### config.mk
export PLATFORM = sky130hd
export DESIGN_NAME = vga_raster_gen_flat
export DESIGN_NICKNAME = d
export VERILOG_FILES = /design/src/rtl/vga_pkg.sv /design/src/rtl/vga_raster_gen_if.sv /design/src/rtl/pixel_tick_div.sv /design/src/rtl/vga_raster_gen.sv /design/src/flat_wrapper.sv
export SDC_FILE = /design/constraint.sdc
export NUM_CORES = 1
export LEC_CHECK = 0
export ABC_CLOCK_PERIOD_IN_PS = 1600
export BUFFER_PORTS_ARGS = -buffer_cell sky130_fd_sc_hd__buf_2
export CAP_MARGIN = 20
export CORE_MARGIN = 10
export CORE_UTILIZATION = 46
export DETAILED_ROUTE_END_ITERATION = 10
export HOLD_SLACK_MARGIN = 0.06
export PLACE_DENSITY = 0.75
export RECOVER_POWER = 50
export SLEW_MARGIN = 20
export SYNTH_ARGS = -nofsm -noshare
export SYNTH_HDL_FRONTEND = slang
export SYNTH_HIERARCHICAL = 1
export SYNTH_SLANG_ARGS = --single-unit
### constraint.sdc
create_clock -name CLK -period 1.6 [get_ports CLK]
set_input_delay 0.16 -clock CLK [delete_from_list [all_inputs] [get_ports CLK]]
set_output_delay 0.16 -clock CLK [all_outputs]
set_load 0.01 [all_outputs]
### src/rtl/vga_pkg.sv
// Shared VGA timing defaults and helpers for the raster generator.
// The defaults describe 640x480@60 Hz driven from a 25 MHz pixel rate.
package vga_pkg;

  localparam int COLOR_W = 4;
  localparam int CNT_W   = 10;

  localparam int DEF_CLK_DIV  = 4;
  localparam int DEF_H_ACTIVE = 640;
  localparam int DEF_H_FP     = 16;
  localparam int DEF_H_SYNC   = 96;
  localparam int DEF_H_BP     = 48;
  localparam int DEF_V_ACTIVE = 480;
  localparam int DEF_V_FP     = 10;
  localparam int DEF_V_SYNC   = 2;
  localparam int DEF_V_BP     = 33;

  localparam int DEF_H_TOTAL = DEF_H_ACTIVE + DEF_H_FP + DEF_H_SYNC + DEF_H_BP;
  localparam int DEF_V_TOTAL = DEF_V_ACTIVE + DEF_V_FP + DEF_V_SYNC + DEF_V_BP;

  // First counter value inside the sync pulse.
  function automatic int sync_start(input int active, input int fp);
    return active + fp;
  endfunction

  // Last counter value inside the sync pulse (inclusive).
  function automatic int sync_end(input int active, input int fp, input int sync);
    return active + fp + sync - 1;
  endfunction

  localparam int DEF_HS_START = DEF_H_ACTIVE + DEF_H_FP;
  localparam int DEF_HS_END   = DEF_H_ACTIVE + DEF_H_FP + DEF_H_SYNC - 1;
  localparam int DEF_VS_START = DEF_V_ACTIVE + DEF_V_FP;
  localparam int DEF_VS_END   = DEF_V_ACTIVE + DEF_V_FP + DEF_V_SYNC - 1;

endpackage

### src/rtl/vga_raster_gen_if.sv
// Sprite raster interface: the raster generator (master) presents a scan
// position, the sprite layer (slave) answers with colour and opacity.
//
// Handshake: there is no ready/back-pressure. RASTER_X/RASTER_Y/ACTIVE are
// held stable for a whole pixel period; the slave must settle PIX_* and
// PIX_VALID within that period. PIX_VALID qualifies PIX_* as opaque for the
// presented position and is sampled by the master once per pixel tick.
interface vga_raster_gen_if;
  import vga_pkg::*;

  logic [CNT_W-1:0]   RASTER_X;
  logic [8:0]         RASTER_Y;
  logic               ACTIVE;
  logic [COLOR_W-1:0] PIX_RED;
  logic [COLOR_W-1:0] PIX_GRN;
  logic [COLOR_W-1:0] PIX_BLU;
  logic               PIX_VALID;

  modport master (
    output RASTER_X, RASTER_Y, ACTIVE,
    input  PIX_RED, PIX_GRN, PIX_BLU, PIX_VALID
  );

  modport slave (
    input  RASTER_X, RASTER_Y, ACTIVE,
    output PIX_RED, PIX_GRN, PIX_BLU, PIX_VALID
  );
endinterface

### src/rtl/pixel_tick_div.sv
// Pixel-rate tick generator: one-CLK strobe every CLK_DIV system clocks.
// With CLK_DIV = 1 the strobe is permanently high.
module pixel_tick_div #(
  parameter int CLK_DIV = 4
) (
  input  logic CLK,
  input  logic RESET,
  output logic pix_tick
);

  generate
    if (CLK_DIV <= 1) begin : g_bypass
      assign pix_tick = 1'b1;
    end else begin : g_div
      localparam int DW = $clog2(CLK_DIV);
      localparam logic [DW-1:0] LAST = DW'(CLK_DIV - 1);

      logic [DW-1:0] div_cnt;

      // Free-running 0..CLK_DIV-1 counter; the tick marks its last value.
      always_ff @(posedge CLK or negedge RESET) begin
        if (!RESET) begin
          div_cnt <= '0;
        end else if (div_cnt == LAST) begin
          div_cnt <= '0;
        end else begin
          div_cnt <= div_cnt + 1'b1;
        end
      end

      assign pix_tick = (div_cnt == LAST);
    end
  endgenerate

endmodule

### src/rtl/vga_raster_gen.sv
// VGA raster generator and output stage: scans h/v counters, publishes the
// scan position to the sprite layer, composites the sprite answer over a
// background colour and registers RGB and syncs onto the pins.
module vga_raster_gen
  import vga_pkg::*;
#(
  parameter int CLK_DIV  = DEF_CLK_DIV,
  parameter int H_ACTIVE = DEF_H_ACTIVE,
  parameter int H_FP     = DEF_H_FP,
  parameter int H_SYNC   = DEF_H_SYNC,
  parameter int H_BP     = DEF_H_BP,
  parameter int V_ACTIVE = DEF_V_ACTIVE,
  parameter int V_FP     = DEF_V_FP,
  parameter int V_SYNC   = DEF_V_SYNC,
  parameter int V_BP     = DEF_V_BP
) (
  input  logic               CLK,
  input  logic               RESET,
  vga_raster_gen_if.master   spr,
  input  logic [COLOR_W-1:0] BG_RED,
  input  logic [COLOR_W-1:0] BG_GRN,
  input  logic [COLOR_W-1:0] BG_BLU,
  output logic               VBLANK_START,
  output logic               VGA_HS,
  output logic               VGA_VS,
  output logic [COLOR_W-1:0] VGA_R,
  output logic [COLOR_W-1:0] VGA_G,
  output logic [COLOR_W-1:0] VGA_B
);

  localparam int H_TOTAL = H_ACTIVE + H_FP + H_SYNC + H_BP;
  localparam int V_TOTAL = V_ACTIVE + V_FP + V_SYNC + V_BP;

  localparam logic [CNT_W-1:0] H_LAST   = CNT_W'(H_TOTAL - 1);
  localparam logic [CNT_W-1:0] V_LAST   = CNT_W'(V_TOTAL - 1);
  localparam logic [CNT_W-1:0] H_ACT    = CNT_W'(H_ACTIVE);
  localparam logic [CNT_W-1:0] V_ACT    = CNT_W'(V_ACTIVE);
  localparam logic [CNT_W-1:0] V_BLANK0 = CNT_W'(V_ACTIVE - 1);
  localparam logic [CNT_W-1:0] HS_START = CNT_W'(sync_start(H_ACTIVE, H_FP));
  localparam logic [CNT_W-1:0] HS_END   = CNT_W'(sync_end(H_ACTIVE, H_FP, H_SYNC));
  localparam logic [CNT_W-1:0] VS_START = CNT_W'(sync_start(V_ACTIVE, V_FP));
  localparam logic [CNT_W-1:0] VS_END   = CNT_W'(sync_end(V_ACTIVE, V_FP, V_SYNC));

  logic             pix_tick;
  logic [CNT_W-1:0] h_cnt;
  logic [CNT_W-1:0] v_cnt;
  logic             h_wrap;
  logic             v_wrap;
  logic             active;
  logic             in_hsync;
  logic             in_vsync;

  pixel_tick_div #(
    .CLK_DIV (CLK_DIV)
  ) u_tick_div (
    .CLK      (CLK),
    .RESET    (RESET),
    .pix_tick (pix_tick)
  );

  assign h_wrap   = (h_cnt == H_LAST);
  assign v_wrap   = (v_cnt == V_LAST);
  assign active   = (h_cnt < H_ACT) && (v_cnt < V_ACT);
  assign in_hsync = (h_cnt >= HS_START) && (h_cnt <= HS_END);
  assign in_vsync = (v_cnt >= VS_START) && (v_cnt <= VS_END);

  // Raster position straight from the counter registers: stable per pixel.
  assign spr.RASTER_X = h_cnt;
  assign spr.RASTER_Y = v_cnt[8:0];
  assign spr.ACTIVE   = active;

  // Scan counters: h advances every tick, v advances when h wraps.
  always_ff @(posedge CLK or negedge RESET) begin
    if (!RESET) begin
      h_cnt <= '0;
      v_cnt <= '0;
    end else if (pix_tick) begin
      if (h_wrap) begin
        h_cnt <= '0;
        v_cnt <= v_wrap ? '0 : v_cnt + 1'b1;
      end else begin
        h_cnt <= h_cnt + 1'b1;
      end
    end
  end

  // Pin stage: colour and syncs for the current position land one tick later,
  // so RGB and syncs stay mutually aligned.
  always_ff @(posedge CLK or negedge RESET) begin
    if (!RESET) begin
      VGA_R  <= '0;
      VGA_G  <= '0;
      VGA_B  <= '0;
      VGA_HS <= 1'b1;
      VGA_VS <= 1'b1;
    end else if (pix_tick) begin
      if (!active) begin
        VGA_R <= '0;
        VGA_G <= '0;
        VGA_B <= '0;
      end else if (spr.PIX_VALID) begin
        VGA_R <= spr.PIX_RED;
        VGA_G <= spr.PIX_GRN;
        VGA_B <= spr.PIX_BLU;
      end else begin
        VGA_R <= BG_RED;
        VGA_G <= BG_GRN;
        VGA_B <= BG_BLU;
      end
      VGA_HS <= !in_hsync;
      VGA_VS <= !in_vsync;
    end
  end

  // One-CLK strobe on the edge that moves the scan to (0, V_ACTIVE).
  always_ff @(posedge CLK or negedge RESET) begin
    if (!RESET) begin
      VBLANK_START <= 1'b0;
    end else begin
      VBLANK_START <= pix_tick && h_wrap && (v_cnt == V_BLANK0);
    end
  end

endmodule

### src/flat_wrapper.sv
// flat-port wrapper written by rule: the top's interface ports become plain ports
module vga_raster_gen_flat import vga_pkg::*;
#(
  parameter int CLK_DIV  = DEF_CLK_DIV,
  parameter int H_ACTIVE = DEF_H_ACTIVE,
  parameter int H_FP     = DEF_H_FP,
  parameter int H_SYNC   = DEF_H_SYNC,
  parameter int H_BP     = DEF_H_BP,
  parameter int V_ACTIVE = DEF_V_ACTIVE,
  parameter int V_FP     = DEF_V_FP,
  parameter int V_SYNC   = DEF_V_SYNC,
  parameter int V_BP     = DEF_V_BP
)
  (CLK, RESET, BG_RED, BG_GRN, BG_BLU, VBLANK_START, VGA_HS, VGA_VS, VGA_R, VGA_G, VGA_B, spr_RASTER_X, spr_RASTER_Y, spr_ACTIVE, spr_PIX_RED, spr_PIX_GRN, spr_PIX_BLU, spr_PIX_VALID);
  vga_raster_gen_if spr_i ();
  input  logic CLK;
  input  logic RESET;
  input  logic [COLOR_W-1:0] BG_RED;
  input  logic [COLOR_W-1:0] BG_GRN;
  input  logic [COLOR_W-1:0] BG_BLU;
  output logic VBLANK_START;
  output logic VGA_HS;
  output logic VGA_VS;
  output logic [COLOR_W-1:0] VGA_R;
  output logic [COLOR_W-1:0] VGA_G;
  output logic [COLOR_W-1:0] VGA_B;
  output wire logic [$bits(spr_i.RASTER_X)-1:0] spr_RASTER_X;
  output wire logic [$bits(spr_i.RASTER_Y)-1:0] spr_RASTER_Y;
  output wire logic [$bits(spr_i.ACTIVE)-1:0] spr_ACTIVE;
  input wire logic [$bits(spr_i.PIX_RED)-1:0] spr_PIX_RED;
  input wire logic [$bits(spr_i.PIX_GRN)-1:0] spr_PIX_GRN;
  input wire logic [$bits(spr_i.PIX_BLU)-1:0] spr_PIX_BLU;
  input wire logic [$bits(spr_i.PIX_VALID)-1:0] spr_PIX_VALID;
  assign spr_RASTER_X = spr_i.RASTER_X;
  assign spr_RASTER_Y = spr_i.RASTER_Y;
  assign spr_ACTIVE = spr_i.ACTIVE;
  assign spr_i.PIX_RED = spr_PIX_RED;
  assign spr_i.PIX_GRN = spr_PIX_GRN;
  assign spr_i.PIX_BLU = spr_PIX_BLU;
  assign spr_i.PIX_VALID = spr_PIX_VALID;
  vga_raster_gen #(.CLK_DIV(CLK_DIV), .H_ACTIVE(H_ACTIVE), .H_FP(H_FP), .H_SYNC(H_SYNC), .H_BP(H_BP), .V_ACTIVE(V_ACTIVE), .V_FP(V_FP), .V_SYNC(V_SYNC), .V_BP(V_BP)) u_core (.CLK(CLK), .RESET(RESET), .spr(spr_i), .BG_RED(BG_RED), .BG_GRN(BG_GRN), .BG_BLU(BG_BLU), .VBLANK_START(VBLANK_START), .VGA_HS(VGA_HS), .VGA_VS(VGA_VS), .VGA_R(VGA_R), .VGA_G(VGA_G), .VGA_B(VGA_B));
endmodule
# == Word-level counts from Yosys, hierarchy flattened ==
# Index checks and enable logic that the tools add are counted.
# totals
n_memories,0
register_bits,37
inputBits,27
latchBits,0
romBits,0
out_inout_bits,35
mem_bits_rw,0
# op_classes
bitwise_logic,0
n_eq_ne,4
n_reduce_logical,8
shifts,0
div,0
mul,0
add_sub_neg,3
mux,9
order_cmp,6
# op_table
op,count
$mux 4,6
$add 10x1->10 const B,2
$eq 10x10->1 const B,2
$mux 10,2
$eq 10x9->1 const B,1
$ge 10x10->1 const B,1
$ge 10x9->1 const B,1
$le 10x10->1 const B,1
$le 10x9->1 const B,1
$lt 10x10->1 const B,1
$lt 10x9->1 const B,1
$logic_and 1x1->1,5
$add 2x1->2 const B,1
$eq 2x2->1 const B,1
$logic_not 1->1,2
$mux 2,1
$reduce_and 2->1,1

# == Logic depth before layout (Yosys ltp) ==
# Gate-level depths: netlist of the first run.
# depth
depth_word,3
ltp_mapped,8
ltp_nobuf,6

# == Hierarchy ==
# Netlist of the first run, hierarchy kept.
# modules_own_cells
mod,area_per_inst_um2,seq_area_each_um2,n_inst,cells_each
vga_raster_gen,1901.8,878.3,1,199
pixel_tick_div,66.3,50.0,1,4

# == Worst setup path after synthesis of the first run ==
# Ideal clock, no wire load.
# synth_path
path_kind,register to register
from,register u_core.u_tick_div.g_div.div_cnt[0]
to,register u_core.v_cnt[9]
path_stages_with_launch,8
n_path_buf,2
required_time_ns,1.523
slack_ns,-0.133
arrival_time_ns,1.655
setup_ns,0.077
cell_sequence,dfrtp_1 ha_1 buf_4 and4_1 buf_4 nand4_4 or4_1 a21oi_1
# synth_between
elab_chain_len,2
# synth_lines
element,line_no,text
start: declaration,pixel_tick_div.sv:18,logic [DW-1:0] div_cnt;
start signal: assignment,pixel_tick_div.sv:27,div_cnt <= div_cnt + 1'b1;
$eq 2x2->1,pixel_tick_div.sv:31,assign pix_tick = (div_cnt == LAST);
net u_core.pix_tick,vga_raster_gen.sv:44,logic pix_tick;
$reduce_and 2->1 (no line),n/a,
end signal: assignment,vga_raster_gen.sv:80,v_cnt <= v_wrap ? '0 : v_cnt + 1'b1;
end: declaration,vga_raster_gen.sv:46,logic [CNT_W-1:0] v_cnt;
# The timed path passes the listed nets, and every way through them passes these cells.
# A chain may end at the register's enable or synchronous reset.

# == Worst setup path after layout of the first run ==
# layout_path
from,"register u_core.h_cnt[0], in the netlist u_core/spr.RASTER_X[0]"
to,register u_core.v_cnt[9]
# layout_between
elab_chain_len,2
# layout_lines
element,line_no,text
start: declaration,vga_raster_gen.sv:45,logic [CNT_W-1:0] h_cnt;
start signal: assignment,vga_raster_gen.sv:82,h_cnt <= h_cnt + 1'b1;
$eq 10x10->1,vga_raster_gen.sv:61,assign h_wrap = (h_cnt == H_LAST);
$reduce_and 2->1 (no line),n/a,
# Every way passes these cells.

==> results of run 1 <==
==> power by group <==
group | internal [µW] | leakage [µW] | total (µW) | switching, µW
clock network | 506 | 0.0000574 | 843 | 336
registers | 958 | 0.000464 | 969 | 10.7
logic | 66.9 | 0.000710 | 138 | 70.6
==> sequential cells by signal (all words and copies together), names as in the netlist <==
register,flops
u_core/VGA_B,4
u_core/spr.RASTER_X,10
u_core/VGA_R,4
u_core/VBLANK_START,1
u_core/VGA_G,4
u_core/v_cnt,10
u_core/VGA_HS,1
u_core/u_tick_div/g_div.div_cnt,2
u_core/VGA_VS,1
==> kinds of logic (layout without fill, tap and decap cells) <==
logic type	Yosys count	in the layout	share of synthesized area, %
buffers and inverters	40	113	9.85
multiplexers	13	13	7.37
flip-flops	37	37	47.2
XOR/XNOR	12	12	5.34
AO/OA/AOI/OAI	28	28	8.58
adder cells (fa/ha/maj)	5	5	3.18
AND/OR/NAND/NOR	68	68	18.5
==> path summary, 6_finish.rpt <==
check                      slack [ns]                                    startpoint  cells after the start                                           end
setup / recovery                 0.06            u_core/spr.RASTER_X[0]$_DFFE_PN0P_                      5                   u_core/v_cnt[9]$_DFFE_PN0P_
hold / removal                   0.25                                     BG_GRN[0]                      4                   u_core/VGA_G[0]$_DFFE_PN0P_
setup reg to reg                 0.06            u_core/spr.RASTER_X[0]$_DFFE_PN0P_                      5                   u_core/v_cnt[9]$_DFFE_PN0P_
hold reg to reg                  0.44  u_core/u_tick_div/g_div.div_cnt[0]$_DFF_PN0_                      1  u_core/u_tick_div/g_div.div_cnt[0]$_DFF_PN0_
max in group asynchronous        0.38                                         RESET                      3            u_core/spr.RASTER_X[8]$_DFFE_PN0P_
min in group asynchronous        0.59                                         RESET                      3                   u_core/VGA_G[2]$_DFFE_PN0P_
==> per-layer routing <==
layer	track usage [%]	part of all wire, %	up-vias	wire (µm)
met1	14.6	42	775	2030
met5	0	0	-	0
met2	21.8	48	50	2330
met4	4.49	1.7	0	83
met3	5.64	9.0	7	438
li1	-	-	827	-
==> metrics by stage <==
step | utilization [%] | setup TNS, ns | total power, µW
finish | 62.2 | 0 | 1950
global route | 62.2 | -0.0844 | 2030
CTS | 62.1 | 0 | 1980
detailed placement | 58.7 | 0 | 1130
global placement | 58.7 | 0 | 1130
floorplan | - | -0.0194 | 1050
==> cell type report <==
cell class | instances | area, µm²
well taps | 50 | 62.6
clock inverters | 2 | 37.5
inverters | 21 | 78.8
fillers | 353 | 1530
multi-input cells | 126 | 868
clock buffers | 6 | 82.6
repair buffers | 84 | 464
flip-flops and latches | 37 | 931
==> cell usage after synthesis, types with 6 or more instances <==
master and count:
nor2_1 11, nand4_1 6, buf_4 11, nand3_1 6, xor2_1 7, dfrtp_1 35, inv_1 21, mux2_2 12
o22ai_1 14, nand2_1 22, nor3_1 6
==> timing repair <==
item,4_1_cts,5_1_grt
endpoints found under the hold margin,35,0
setup buffers,1,0
hold buffers,1,0
resized for setup,0,13
pin swaps,1,0
endpoints found under the setup margin,1,11
==> worst register-to-register path, stage by stage, from the launching register on <==
cell	delay [ns]
dfrtp_1	0.36
ha_2	0.20
and4_4	0.26
nand4_4	0.11
or4_1	0.43
a21oi_1	0.13
==> impl_metrics.json, run 1 <==
{
  "status": "complete, no violations",
  "route.detailed.drc": 0,
  "rsz0062_at_grt": "true",
  "coreArea_um2": 4060,
  "stdcell_count": 326,
  "dieArea_um2": 7290,
  "num_rows": 23,
  "yosys-top-cells-area": "dfrtp_1 (45%), mux2_2 (6.9%), o22ai_1 (4.5%)",
  "cts.sinks": 37,
  "fmax_mhz": 651,
  "cts.clk_slew.worst_paths_ns": 0.08,
  "dpl-instance-area_um2": 2380,
  "num_vias": 1659,
  "ys.flop_type": "dfrtp_1",
  "clock_latency_ns": 0.30,
  "wl_per_cell_um": 15.0,
  "async_flop_share_pct": 100,
  "slew_viol_final": 0,
  "hold_path_class": "input pin to flip-flop",
  "finalHoldViolations": 0,
  "start_util_pct": 48.5,
  "cp-start-kind": "flip-flop",
  "dp.cells": 316,
  "grt_util_all_layers_pct": 13.1,
  "grt_max_degree": 38,
  "power.density_nw_per_um2": 772,
  "area_growth_pct": 28.3,
  "fin_nets": 307,
  "die-height_um": 85.4,
  "synth_edf_count": 0,
  "crit_path_max_incr_delay_ns": 0.43,
  "routed_wl_mm": 4.88,
  "final_cell_mix": "buf_2 (47), dfrtp_1 (33), nand2_1 (22), inv_1 (21), buf_4 (20)",
  "drt_iter0_markers": 98,
  "io_pins": 62,
  "setup_ws_ns": 0.0641,
  "path_max_fanout": 6,
  "fin_crit_sh_pct": 96.0,
  "required_ns": 1.83,
  "synth_cell_type_count": 34,
  "dp_hpwl_mm": 3.61,
  "yosys.area.top_type": "dfrtp_1",
  "path_delay_family": "simple AND/OR/NAND/NOR gates",
  "cts.path.max_buffers": 2,
  "ctsHtreeMaxLevel": 2,
  "die_width_um": 85.4,
  "synth_area_um2": 1970,
  "cts_buffers": 5,
  "dr.pass1.iters": 4,
  "netlist_instances": 203,
  "insertedDiodeCount": 0,
  "overflow": 0,
  "drive_above_1_share_pct": 37.0,
  "setup_viol": 0,
  "path_cells": "ha_2 -> and4_4 -> nand4_4 -> or4_1 -> a21oi_1",
  "layout_commonest_cell": "buf_2",
  "clockRootBuffer": "clkbuf_8",
  "period_minus_slack_ns": 1.54,
  "ys_seq_area_share_pct": 47.2,
  "ys_ff_latch": 37,
  "cts_tree": "built",
  "synth_top_area_share_pct": 44.5,
  "synth_nets": 235,
  "whs_ns": 0.248,
  "relSlewSlack_pct": 40.2,
  "grt_pass1_wl_mm": 7.91,
  "place_ws_ns": 0.0357,
  "cp_data_arrival_time_ns": 1.77,
  "drv_cap": 0,
  "yosysWarningCount": 6,
  "vias_per_cell": 5.09,
  "path_buf_inv": 0,
  "peakVddDrop_mv": 0.490,
  "cpMaxStageDelayCell": "or4_1",
  "design_area_um2": 2520,
  "worst_pin_slew_ns": 0.898,
  "p_leak_uw": 0.00123,
  "grt_pass1_vias": 1705,
  "worstSetupEndpointType": "flip-flop",
  "port_buffers": 61,
  "ant_nets": 0,
  "path_class": "flip-flop to flip-flop",
  "clock_skew_ns": 0.00900,
  "antenna_found_initial": 0,
  "syn_avg_cell_area_um2": 9.70,
  "place.gp.congestion": 0.789
}
Power figures use the tool's default switching activity.
==> inputs of run 2 (changes only) <==
CORE_UTILIZATION = 47   (was 46)
CTS_BUF_LIST = sky130_fd_sc_hd__clkbuf_8   (was default)
PLACE_DENSITY = 0.76   (was 0.75)
==> run 2 against run 1 <==
Compared with the run above: clock-buffer cell count decreased by 1; critical path depth rose by 1; combinational power up 4%; final area up 0.50%; die area shrank 1.6%; worst setup slack lost 0.017 ns; clock skew fell by 0.0028 ns; highest routed layer unchanged.
==> impl_metrics.json, run 2 (synthesized netlist as in run 1, its figures left out) <==
{
  "dp.cells": 315,
  "crit_end": "spr_ACTIVE",
  "r2r-end": "u_core/v_cnt[9]$_DFFE_PN0P_",
  "status": "complete, no violations",
  "p_seq_share_pct": 55.3,
  "cts_tree": "built",
  "fmax_mhz": 644,
  "reg2reg_slack_ns": 0.07,
  "multi_input_area_um2": 867,
  "port_buffers": 61,
  "ctsHtreeMaxLevel": 2,
  "grt_max_degree": 34,
  "route.detailed.drc": 0,
  "routed_wl_mm": 5.05,
  "grt_pass1_vias": 1703,
  "wl_per_cell_um": 15.3,
  "hold_path_class": "input pin to flip-flop",
  "r2r-start": "u_core/u_tick_div/g_div.div_cnt[0]$_DFF_PN0_",
  "place_ws_ns": -0.0261,
  "area_growth_pct": 28.9,
  "p_comb_share_pct": 8.1,
  "num_vias": 1657,
  "cts.path.max_buffers": 2,
  "io_pins": 62,
  "stdcell_count": 330,
  "peakVddDrop_mv": 0.412,
  "cpMaxStageDelayCell": "dfrtp_1",
  "slew_viol_final": 0,
  "path_class": "flip-flop to output port",
  "clock_skew_ns": 0.00624,
  "switchingPower_uw": 426,
  "path_delay_family": "buffers and inverters",
  "path_max_fanout": 6,
  "drt_iter0_markers": 101,
  "drive_above_1_share_pct": 36.4,
  "fin_tns_setup_ns": 0,
  "internal-power_uw": 1330,
  "die-height_um": 84.7,
  "use_met1_pct": 16.3,
  "setup_viol": 0,
  "fin_crit_sh_pct": 97.0,
  "path_buf_inv": 4,
  "insertedDiodeCount": 0,
  "drv_cap": 0,
  "cts.clk_slew.worst_paths_ns": 0.07,
  "finalHoldViolations": 0,
  "coreArea_um2": 4030,
  "setup_ws_ns": 0.0474,
  "rsz0062_at_grt": "true",
  "place.gp.congestion": 0.805,
  "worst_pin_slew_ns": 1.06,
  "clock_latency_ns": 0.29,
  "crit_path_max_incr_delay_ns": 0.40,
  "cp.depth": 6,
  "cts_buffers": 5,
  "path_cells": "buf_6 -> o21ai_2 -> nand3b_1 -> buf_6 -> inv_1 -> buf_2",
  "dieArea_um2": 7180,
  "busiest_layer": "met2",
  "clkPwrFrac_pct": 36.6,
  "p_leak_uw": 0.00125,
  "worst_path_most_repeated_cell": "buf_6",
  "cts.sinks": 37,
  "regArea_um2": 931,
  "power.density_nw_per_um2": 692,
  "grt_pass1_wl_mm": 8.28,
  "vias_per_cell": 5.02,
  "startpoint": "u_core/spr.RASTER_X[8]$_DFFE_PN0P_",
  "min_from": "spr_PIX_GRN[1]",
  "met2_usage_pct": 22.0,
  "whs_ns": 0.263,
  "ant_nets": 0,
  "relSlewSlack_pct": 29.3,
  "cp-start-kind": "flip-flop",
  "layout_commonest_cell": "buf_2",
  "antenna_found_initial": 0,
  "overflow": 0,
  "fin_nets": 311,
  "period_minus_slack_ns": 1.55,
  "start_util_pct": 48.9,
  "min_path_cells": 4,
  "num_rows": 23,
  "ff2ff_path_depth": 5,
  "dp_hpwl_mm": 3.80,
  "switching_share_pct": 24.3,
  "grt_util_all_layers_pct": 13.9,
  "cp_data_arrival_time_ns": 1.39,
  "dr.pass1.iters": 4,
  "final_cell_mix": "buf_2 (46), dfrtp_1 (33), buf_4 (23), nand2_1 (22), inv_1 (21)",
  "grtUsageMet3_pct": 5.70,
  "die_width_um": 84.7,
  "fill_cells": 338,
  "clockRootBuffer": "clkbuf_8",
  "worstSetupEndpointType": "output port",
  "required_ns": 1.44
}
## run 2: power by group through the flow
| stage | logic (µW) | clock network, µW | registers [µW] |
|---|---|---|---|
| 4_1_cts | 153 | 657 | 970 |
| 5_1_grt | 160 | 704 | 973 |
| 3_5_place_dp | 150 | 0 | 988 |
| 6_report | 143 | 642 | 970 |
| 2_1_floorplan | 50.2 | 0 | 999 |
| 3_3_place_gp | 147 | 0 | 985 |
## run 2: metrics by stage
stage	total power, µW	util, %	instance area, µm²
after floorplan	1050	-	1980
after global placement	1130	59.3	2390
after detailed placement	1140	59.3	2390
after CTS	1780	62.0	2500
after global routing	1840	63.0	2540
final	1750	63.0	2540
## run 2: cell type report
| type | instances | area share [%] |
|---|---|---|
| multi-input combinational | 126 | 34.2 |
| inverter | 21 | 3.11 |
| timing repair buffer | 88 | 20.2 |
| clock buffer | 5 | 2.71 |
| sequential | 37 | 36.7 |
| clock inverter | 3 | 0.690 |
| tap | 50 | 2.47 |
## run 2: worst min path at each step
stage                                          endpoint  slack [ns]
after floorplan           u_core/VBLANK_START$_DFF_PN0_       -0.14
after global placement      u_core/VGA_R[1]$_DFFE_PN0P_        0.12
after detailed placement    u_core/VGA_R[1]$_DFFE_PN0P_        0.13
after CTS                   u_core/VGA_B[3]$_DFFE_PN0P_        0.26
after global routing        u_core/VGA_R[1]$_DFFE_PN0P_        0.29
final                       u_core/VGA_G[1]$_DFFE_PN0P_        0.26
## run 2: what timing repair did
item / 4_1_cts / 5_1_grt
pin swaps: 0 / 4
buffers inserted: 0 / 6
gates resized for setup: 7 / 3
endpoints found under the hold margin: 17 / 0
endpoints found under the setup margin: 2 / 6
hold buffers: 1 / 0
## run 2: tightest hold or removal path, stage by stage
cell	delay (ns)
buf_2	0.07
mux2_2	0.13
nand2_1	0.04
o22ai_1	0.10
## run 2: routing by layer
metal	up-vias	part of all wire, %
met3	6	8.2
met2	56	46
met4	0	1.2
met1	754	44
met5	-	0
li1	841	-
==> inputs of run 3 (changes only) <==
ABC_AREA = 1   (was default)
CORE_UTILIZATION = 48   (was 47)
PLACE_DENSITY = 0.88   (was 0.76)
==> run 3 against run 2 <==
Compared with the run above: hold slack got worse by 0.084 ns; synthesized cell count is 40% higher; first-iteration DRC count up 80%; utilization is 0.80 points lower; cell count grew 23%; global-route usage up 1.1 points; non-clock buffer count down 11; flip-flop and latch count unchanged; critical path type unchanged; largest power group unchanged.
==> impl_metrics.json, run 3 <==
{
  "route.detailed.drc": 0,
  "finalHoldViolations": 0,
  "peakVddDrop_mv": 0.439,
  "num_rows": 24,
  "slew_viol_final": 0,
  "relSlewSlack_pct": 26.7,
  "ctsHtreeMaxLevel": 2,
  "min_path_cells": 3,
  "worst_pin_slew_ns": 1.10,
  "design_area_um2": 2690,
  "place.gp.congestion": 0.936,
  "hold_path_class": "input pin to flip-flop",
  "synth_cell_type_count": 27,
  "insertedDiodeCount": 0,
  "routed_wl_mm": 5.64,
  "path_max_fanout": 5,
  "cts_buffers": 5,
  "io_pins": 62,
  "dpl-instance-area_um2": 2470,
  "whs_ns": 0.179,
  "clock_latency_ns": 0.29,
  "fin_nets": 384,
  "multi_input_area_um2": 998,
  "grt_max_degree": 25,
  "synth_top_area_share_pct": 41.0,
  "fmax_mhz": 653,
  "synthTopCellsByCount": "nand2_1 (56), nor2_1 (43), o21ai_0 (38), dfrtp_1 (35), inv_1 (32)",
  "p_leak_uw": 0.00131,
  "grt_pass1_wl_mm": 9.41,
  "port_buffers": 61,
  "ys.flop_type": "dfrtp_1",
  "async_flop_share_pct": 100,
  "worst_path_most_repeated_cell": "inv_1",
  "final_cell_mix": "nand2_1 (55), buf_2 (45), nor2_1 (42), o21ai_0 (37), dfrtp_1 (34)",
  "cp_data_arrival_time_ns": 1.37,
  "yosysMostFrequentCell": "nand2_1",
  "setup_viol": 0,
  "drive_above_1_share_pct": 24.6,
  "switchingPower_uw": 417,
  "grt_pass1_vias": 2152,
  "path_buf_inv": 4,
  "netlist_instances": 284,
  "cts.clk_slew.worst_paths_ns": 0.07,
  "period_minus_slack_ns": 1.53,
  "path_delay_family": "flip-flops",
  "required_ns": 1.44,
  "power.density_nw_per_um2": 761,
  "synth_nets": 316,
  "cts.path.max_buffers": 2,
  "place_ws_ns": 0.0336,
  "dieArea_um2": 7510,
  "clkPwrFrac_pct": 46.7,
  "path_class": "flip-flop to output port",
  "start_util_pct": 49.4,
  "die-height_um": 86.7,
  "p_seq_share_pct": 47.5,
  "grt_util_all_layers_pct": 15.0,
  "cpMaxStageDelayCell": "dfrtp_1",
  "drv_cap": 0,
  "ff2ff_path_depth": 7,
  "antenna_found_initial": 0,
  "yosys.area.top_type": "dfrtp_1",
  "wl_per_cell_um": 13.9,
  "internal-power_uw": 1630,
  "die_width_um": 86.7,
  "cts.sinks": 37,
  "overflow": 0,
  "synth_area_um2": 2130,
  "crit_path_max_incr_delay_ns": 0.44,
  "drt_iter0_markers": 182,
  "cp-start-kind": "flip-flop",
  "path_cells": "nand2_1 -> inv_1 -> nor3_2 -> o21ai_1 -> buf_4 -> inv_1 -> buf_6",
  "area_growth_pct": 26.0,
  "cp.depth": 7,
  "ys_ff_latch": 37,
  "synth_edf_count": 0,
  "regArea_um2": 930,
  "clockRootBuffer": "clkbuf_8",
  "vias_per_cell": 5.24,
  "coreArea_um2": 4320,
  "fill_cells": 381,
  "worstSetupEndpointType": "output port",
  "dp_hpwl_mm": 4.17,
  "status": "complete, no violations",
  "setup_ws_ns": 0.0680,
  "yosys-top-cells-area": "dfrtp_1 (41%), nand2_1 (9.8%), o21ai_0 (8.9%)",
  "num_vias": 2121,
  "yosysWarningCount": 6,
  "syn_avg_cell_area_um2": 7.52,
  "switching_share_pct": 20.4,
  "ys_seq_area_share_pct": 43.5,
  "layout_commonest_cell": "nand2_1",
  "fin_crit_sh_pct": 95.8,
  "ant_nets": 0,
  "cts_tree": "built",
  "clock_skew_ns": 0.00108,
  "p_comb_share_pct": 5.8,
  "dr.pass1.iters": 6
}
## run 3: cell count changes after synthesis, sizes merged, moves of 3 or more
cell and change:
nand2 +34, o21ai +37, xnor2 -4, nand4 +3, inv +14, xor2 -3
nor2 +35, nand3 +13, and3 -4, mux2 -12, o22ai -14
## run 3: path summary, 6_finish.rpt
check	from	end	slack, ns
setup reg to reg	u_core/spr.RASTER_X[1]$_DFFE_PN0P_	u_core/v_cnt[8]$_DFFE_PN0P_	0.07
setup / recovery	u_core/spr.RASTER_X[7]$_DFFE_PN0P_	spr_ACTIVE	0.07
hold reg to reg	u_core/u_tick_div/g_div.div_cnt[0]$_DFF_PN0_	u_core/u_tick_div/g_div.div_cnt[0]$_DFF_PN0_	0.43
hold / removal	BG_GRN[2]	u_core/VGA_G[2]$_DFFE_PN0P_	0.18
min in group asynchronous	RESET	u_core/v_cnt[8]$_DFFE_PN0P_	0.60
max in group asynchronous	RESET	u_core/v_cnt[5]$_DFFE_PN0P_	0.34
## run 3: cells by family after synthesis
logic type	count (synthesis)	share of synthesized area, %
and+or+nand+nor	139	29.2
buffers and inverters	52	11.3
AOI/OAI and AO/OA	46	11.0
DFF	37	43.5
xor gates and xnor gates	5	2.05
adders and majority gates	5	2.93
## run 3: power by group through the flow
stage	Clock [µW]	Sequential, µW	Combinational [µW]
5_1_grt	1010	975	140
3_5_place_dp	0	988	128
6_report	954	972	119
4_1_cts	967	971	129
3_3_place_gp	0	987	124
2_1_floorplan	0	999	29.5
## run 3: cell type report
| class | count | area share (%) |
|---|---|---|
| sequential | 37 | 34.6 |
| tap | 52 | 2.42 |
| inverter | 35 | 4.98 |
| timing repair buffer | 77 | 15.9 |
| clock inverter | 3 | 2.42 |
| multi-input combinational | 196 | 37.1 |
| clock buffer | 5 | 2.56 |
## run 3: per-stage QoR
step / setup TNS [ns] / instances / util [%] / power (µW)
5_1_grt: -0.00414 / 405 / 62.2 / 2130
3_5_place_dp: 0 / 389 / 57.2 / 1120
4_1_cts: 0 / 400 / 60.9 / 2070
2_1_floorplan: 0 / 284 / - / 1030
3_3_place_gp: 0 / 389 / 57.2 / 1110
6_report: 0 / 405 / 62.2 / 2040
## run 3: worst reg2reg max path, stage by stage (launching register included)
cell	delay, ns
dfrtp_1	0.43
ha_4	0.17
nand2_2	0.06
nor2_4	0.13
nand4_4	0.14
nor2_4	0.26
buf_4	0.15
o21ai_0	0.06
## run 3: timing repair
| item | in CTS | in global routing |
|---|---|---|
| gates resized for setup | 2 | 9 |
| hold buffers | 1 | 0 |
| pin swaps | 0 | 4 |
| gates cloned | 0 | 1 |
| buffers inserted | 2 | 4 |
| endpoints found under the hold margin | 16 | 0 |
| endpoints found under the setup margin | 1 | 12 |
## run 3: layer usage
metal	vias to the layer above	track usage, %	part of all wire [%]
met5	-	0	0
li1	1043	-	-
met1	956	17.5	42
met3	18	6.47	9.7
met2	104	24.2	47
met4	0	5.15	1.5
